==> src/rtl/speed_pwm_ramp.sv <==
// speed_pwm_ramp
// Turns the 2-bit speed code into a target PWM duty and walks the applied
// duty toward it one count per step. Duty only changes when the PWM counter
// wraps, so every PWM period is generated with a single duty value.
module speed_pwm_ramp #(
  parameter int unsigned PRESC_DIV = 195,
  parameter int unsigned RAMP_DIV  = 4,
  parameter int unsigned DUTY_SLOW = 64,
  parameter int unsigned DUTY_MED  = 160,
  parameter int unsigned DUTY_FAST = 255
) (
  input  logic       clk,
  input  logic       reset_n,
  input  logic [1:0] speed_select,
  output logic       pwm_out,
  output logic [7:0] duty,
  output logic       at_target
);

  // A divide-by-1 still needs a one-bit counter that simply sits at zero.
  localparam int PRESC_W = (PRESC_DIV > 1) ? $clog2(PRESC_DIV) : 1;
  localparam int RAMP_W  = (RAMP_DIV > 1) ? $clog2(RAMP_DIV) : 1;

  localparam logic [PRESC_W-1:0] PRESC_LAST = PRESC_W'(PRESC_DIV - 1);
  localparam logic [RAMP_W-1:0]  RAMP_LAST  = RAMP_W'(RAMP_DIV - 1);

  localparam logic [7:0] SLOW_LEVEL = 8'(DUTY_SLOW);
  localparam logic [7:0] MED_LEVEL  = 8'(DUTY_MED);
  localparam logic [7:0] FAST_LEVEL = 8'(DUTY_FAST);

  logic [1:0]         target_q;
  logic [PRESC_W-1:0] presc_cnt;
  logic [7:0]         pwm_cnt;
  logic [RAMP_W-1:0]  ramp_cnt;
  logic [7:0]         duty_cur;
  logic [7:0]         target_duty;
  logic               tick;
  logic               period_end;
  logic               step;

  assign tick       = (presc_cnt == PRESC_LAST);
  assign period_end = tick && (pwm_cnt == 8'd255);
  assign step       = period_end && (ramp_cnt == RAMP_LAST);

  // Register the speed code once so the ramp always sees a stable target.
  always_ff @(posedge clk or negedge reset_n) begin
    if (!reset_n) begin
      target_q <= 2'b00;
    end else begin
      target_q <= speed_select;
    end
  end

  // Prescaler producing one PWM tick every PRESC_DIV clocks.
  always_ff @(posedge clk or negedge reset_n) begin
    if (!reset_n) begin
      presc_cnt <= '0;
    end else if (tick) begin
      presc_cnt <= '0;
    end else begin
      presc_cnt <= presc_cnt + PRESC_W'(1);
    end
  end

  // 8-bit PWM counter; the natural 255->0 wrap marks the period boundary.
  always_ff @(posedge clk or negedge reset_n) begin
    if (!reset_n) begin
      pwm_cnt <= 8'd0;
    end else if (tick) begin
      pwm_cnt <= pwm_cnt + 8'd1;
    end
  end

  // Count PWM periods between duty steps; a new target does not restart it.
  always_ff @(posedge clk or negedge reset_n) begin
    if (!reset_n) begin
      ramp_cnt <= '0;
    end else if (period_end) begin
      if (ramp_cnt == RAMP_LAST) begin
        ramp_cnt <= '0;
      end else begin
        ramp_cnt <= ramp_cnt + RAMP_W'(1);
      end
    end
  end

  // Decode the registered speed code into its duty level.
  always_comb begin
    target_duty = 8'd0;
    case (target_q)
      2'b01:   target_duty = SLOW_LEVEL;
      2'b10:   target_duty = MED_LEVEL;
      2'b11:   target_duty = FAST_LEVEL;
      default: target_duty = 8'd0;
    endcase
  end

  // Move the applied duty one count toward the target on each step; the
  // strict compares mean it can never pass 0 or 255.
  always_ff @(posedge clk or negedge reset_n) begin
    if (!reset_n) begin
      duty_cur <= 8'd0;
    end else if (step) begin
      if (duty_cur < target_duty) begin
        duty_cur <= duty_cur + 8'd1;
      end else if (duty_cur > target_duty) begin
        duty_cur <= duty_cur - 8'd1;
      end
    end
  end

  // Registered comparator drives the pin, one clock behind the counters.
  always_ff @(posedge clk or negedge reset_n) begin
    if (!reset_n) begin
      pwm_out <= 1'b0;
    end else begin
      pwm_out <= (pwm_cnt < duty_cur);
    end
  end

  assign duty      = duty_cur;
  assign at_target = (duty_cur == target_duty);

endmodule

==> config.mk <==
export PLATFORM = sky130hd
export DESIGN_NAME = speed_pwm_ramp
export DESIGN_NICKNAME = d
export VERILOG_FILES = /design/src/rtl/speed_pwm_ramp.sv
export SDC_FILE = /design/constraint.sdc
export NUM_CORES = 1
export LEC_CHECK = 0
export CORE_UTILIZATION = 47
export CTS_CLUSTER_DIAMETER = 50
export CTS_CLUSTER_SIZE = 10
export DETAILED_ROUTE_END_ITERATION = 6
export HOLD_SLACK_MARGIN = 0.03
export PLACE_DENSITY = 0.66
export SYNTH_ARGS = -nofsm -noshare
export SYNTH_HDL_FRONTEND = slang
export SYNTH_SLANG_ARGS = --single-unit
==> constraint.sdc <==
create_clock -name clk -period 4.4 [get_ports clk]
set_clock_uncertainty 0.15 [all_clocks]
set_input_delay 0.66 -clock clk [delete_from_list [all_inputs] [get_ports clk]]
set_output_delay 0.66 -clock clk [all_outputs]
set_load 0.05 [all_outputs]
==> metrics.csv <==
stage,metric,value,unit
route,routed_wl,3580,um
cts,cts_setup_buffers,0,
global_routing,grt_use_total,20.7,%
cts,clk_pin_slew,0.06,ns
die,pin_count,14,
synthesis,synth.most_common_cell,dfrtp_1,
sta,hold_ws,0.333,ns
synthesis,ys_warn_count,0,
sta,slew_violations,0,
global_routing,use_met3,5.54,%
die,fp-row-count,22,
pwr,irDropWorstVdd,0.000211,V
global_routing,busiest_layer,met2,
global_routing,antenna_found_initial,0,
cts,cts_made_buffers,5,
synthesis,netlist_area,1800,um^2
cts,cts_tree,done,
die,die_w,64.0,um
synthesis,synth_top_area_share,40.2,%
cts,clkLatencyLatePin,0.28,ns
run,drv_cap,0,
route,vias,1269,
sta,hold_violations,0,
synthesis,ys_top_cells_by_count,"dfrtp_1, ha_1, nand2_1",
pwr,leakagePower,0.00107,uW
sta,min_period,3.33,ns
route,dr.first_iter.drc_count,54,
synthesis,synth_edf_count,0,
layout,fill_cells,333,
route,ant_nets,0,
worst_setup_path,cp_max_fo,7,
route,wl_per_cell,14.9,um
global_routing,grt-ovfl-total,0,
synthesis,syn_area_per_cell,10.4,um^2
layout,antennaDiodeCount,0,
sta,rsz0062_at_grt,false,
sta,finalSetupTns,0,ns
worst_setup_path,cp-end-kind,flop,
place,hpwl,2560,um
global_routing,use_met2,34.4,%
global_routing,groute.layer.met1.usage,26.1,%
synthesis,ys.flop_type,dfrtp_1,
route,post-route-drc-count,0,
worst_setup_path,cp.arrival,3.35,ns
cts,htree_levels,2,
cts,cts-resized-gates,0,
place,dpl_worst_slack,1.11,ns
cts,cts_hold_buf,0,
sta,maxSlewHeadroom,61.4,%
sta,max_freq,300,MHz
worst_setup_path,critPathMaxStageDelay,0.43,ns
worst_setup_path,r2r_slack,1.07,ns
pwr,p_per_area,275,nW/um^2
place,gp_congestion,0.749,
route,vias_per_cell,5.27,
worst_setup_path,cp_slowest_cell,fa_1,
cts,clock-root-buffer,clkbuf_8,
synthesis,ys_ff_latch,29,
die,dieArea,4090,um^2
synthesis,syn_nets,203,
worst_setup_path,cp_cell_sequence,"nand2_1, ha_1, nor2b_1, o211ai_1, a21oi_1, or2_2, fa_1, a21o_1, a21oi_1, o21bai_1, a21oi_1, xnor2_1, mux2_2",
worst_hold_path,hp-class,flop to flop,
synthesis,synthTopCellsByArea,"dfrtp_1, ha_1, xnor2_1",
die,core,3660,um^2
sta,finalSetupViolations,0,
die,die_y,64.0,um
synthesis,async_flop_share,100,%
sta,fin_ws,1.07,ns
worst_setup_path,cpMostUsedCell,a21oi_1,
layout,utilization,57.3,%
global_routing,grt_max_degree,30,
place,io_buffers,13,
layout,drive_above_1_share,7.77,%
synthesis,yosys.area.top_type,dfrtp_1,
synthesis,yosysSeqAreaShare,40.2,%
synthesis,ys_types,32,
pwr,finalPower,577,uW
cts,clock-sinks,29,
synthesis,synthCells,173,
die,initial_core_util,49.3,%
worst_setup_path,startpoint_type,flop,
sta,finalCritPeriodShare,75.7,%
global_routing,grt_pass1_vias,1307,
global_routing,grt_pass1_wl,6270,um
cts,clockBufferDepth,2,
sta,tightest_slew,0.578,ns
run_status,status,"finished, final reports clean",
layout,layout.nets,222,
worst_setup_path,critPathRequiredTime,4.42,ns
worst_setup_path,path_class,flop to flop,
layout,area_growth,16.4,%
route,firstDrtPassIters,4,
logic make-up (layout without fill, tap and decap cells):
family          count (synthesis)  after routing  share of synthesized area (%)
simple gates                   46             46                           14.3
compound gates                 32             32                           11.3
flops                          29             29                           40.2
fa+ha+maj                      26             26                           18.4
xor+xnor                       20             20                           9.71
buf+inv                        17             37                           4.16
mux                             3              3                           1.87
worst paths after layout:
check	start	endpoint	depth (start not counted)
worst max-delay path	target_q[1]	duty[6]	13
worst min-delay path	presc_cnt[0]	presc_cnt[0]	1
worst max register to register	target_q[1]	duty[6]	13
worst min register to register	presc_cnt[0]	presc_cnt[0]	1
max in group asynchronous	reset_n	duty[4]	2
min in group asynchronous	reset_n	ramp_cnt[1]	2
report_power, final:
group          switching [uW]  internal, uW  total (uW)
logic                    13.1          7.90        21.0
registers               0.491           268         268
clock network             104           184         288
cell type report:
type	count	area, um^2	area share [%]
clock buffer	7	86.3	4.11
clock inverter	1	30.0	1.43
inverter	15	56.3	2.68
multi-input combinational	127	1000	47.8
sequential	29	726	34.6
tap	48	60.1	2.86
timing repair buffer	14	138	6.56
metal layers:
metal	up-vias	wire length [um]
met1	606	1730
li1	637	-
met5	-	0
met4	0	32
met3	4	123
met2	22	1700
placed cells by master, fill, tap and decap left out, drive strengths merged, types with 2 or more instances in the layout:
cell,netlist,layout
nand3b,3,3
inv,15,15
ha,25,25
a21oi,11,11
nand2,16,16
clkdlybuf4s50,0,13
xnor2,14,14
nand4,6,6
nor2,7,7
nand3,2,2
nor3,2,2
mux2,3,3
clkbuf,0,7
and3,4,4
dfrtp,29,29
xor2,6,6
o21ai,9,9
a21o,6,6
flip-flops by register name, summed over array words and instances (netlist names):
name,flops
duty,8
presc_cnt,8
pwm_cnt,8
pwm_out,1
ramp_cnt,2
target_q,2
worst max-delay path: cells and delay by family, from the launching register on:
family / cells / cell delay, ns
mux: 1 / 0.25
simple gates: 3 / 0.68
fa+ha+maj: 2 / 0.70
compound gates: 6 / 0.99
xor+xnor: 1 / 0.08
flops: 1 / 0.38
through the flow:
step | cells | cell area (um^2)
global placement | 233 | 1980
floorplan | 173 | 1800
global route | 241 | 2100
detailed placement | 233 | 1980
CTS | 241 | 2100
finish | 241 | 2100
(Power assumes the default switching activity.)
==> patch: new RTL, same settings <==
The parameter `RAMP_DIV` goes from 4 to 8.
--- a/src/rtl/speed_pwm_ramp.sv
+++ b/src/rtl/speed_pwm_ramp.sv
@@ -4,7 +4,7 @@
 // wraps, so every PWM period is generated with a single duty value.
 module speed_pwm_ramp #(
   parameter int unsigned PRESC_DIV = 195,
-  parameter int unsigned RAMP_DIV  = 4,
+  parameter int unsigned RAMP_DIV  = 8,
   parameter int unsigned DUTY_SLOW = 64,
   parameter int unsigned DUTY_MED  = 160,
   parameter int unsigned DUTY_FAST = 255
Check against the original RTL: same outputs for any inputs over 10 cycles, from zero or initial values and one cycle with reset_n low; that may be too few to reach the edited logic, so the function may still have changed.
==> patch against the original RTL <==
  * Synthesized area rose by 3.8%
  * Sequential cell count is 1 higher
  * Design area grew 4.9%
  * Worst setup slack better by 0.0083 ns
  * Wire length decreased by 7.2%
  * Power up 11%
==> patch: results <==
[setup_path]
worstPathMaxFanout = 8
endpoint = duty[7]
slowest_delay_ns = 0.39

[yosys]
synth.distinct_cells = 30
synth_fa_ha_area_share_pct = 19.1
synth_compound_area_share_pct = 11.4
synth_top_cells_by_count = dfrtp_1, ha_1, inv_1, nand2_1, xnor2_1
synthMuxAreaShare_pct = 3.61

[drt]
dr.pass1.iters = 2
via_count = 1314
via_per_inst = 5.21

[placement]
placed_cell_area_um2 = 2060
dp_slack_ns = 1.12
detailed_place_hpwl_um = 2510

[timing]
whs_ns = 0.349
finalCriticalPeriod_ns = 3.32

[outcome]
status = complete, no violations

[pwr]
power.leakage_nw = 1.11
vdd_drop_max_mv = 0.157

[global_route]
use_met3_pct = 3.65
grt_util_met2_pct = 30.3
grt_pass1_vias = 1376
grtUsageTotal_pct = 18.8
grt_max_degree = 31
met1_usage_pct = 24.3
grt_pass1_wl_um = 6010

[finish]
num-nets-final = 235
patch: layout make-up:
type | instances | share of cell area (%)
Multi-Input combinational cell | 136 | 47.8
Sequential cell | 30 | 34.1
Timing Repair Buffer | 14 | 6.25
Clock buffer | 6 | 3.75
Clock inverter | 2 | 2.73
Inverter | 16 | 2.73
Tap cell | 48 | 2.73
patch: report_power, final:
group	internal [mW]	switching, mW
registers	0.277	0.000500
clock network	0.241	0.102
logic	0.00752	0.0127
total	0.526	0.115
patch: kinds of logic after synthesis:
group                      after synthesis
and+or+nand+nor                         51
muxes                                    6
AOI/OAI and AO/OA                       32
DFF                                     30
xor gates and xnor gates                19
adders and majority gates               28
buffers and inverters                   18
patch: worst min-delay path by stage:
stage                       from      endpoint
floorplan                reset_n       duty[0]
global placement    presc_cnt[7]  presc_cnt[7]
detailed placement    pwm_cnt[7]    pwm_cnt[7]
CTS                   pwm_cnt[7]    pwm_cnt[7]
global route          pwm_cnt[7]    pwm_cnt[7]
finish                pwm_cnt[7]    pwm_cnt[7]
patch: worst reg2reg max path, delay by kind of cell (launching register included):
kind                       cells  cell delay [ns]
xor gates and xnor gates       1             0.13
AOI/OAI and AO/OA              6             0.96
DFF                            1             0.38
and+or+nand+nor                4             0.93
adders and majority gates      2             0.68
patch: layer usage:
layer	part of all wire, %	vias to the layer above
li1	-	672
met1	49	620
met2	46	14
met3	2.3	8
met4	2.0	0
met5	0	-
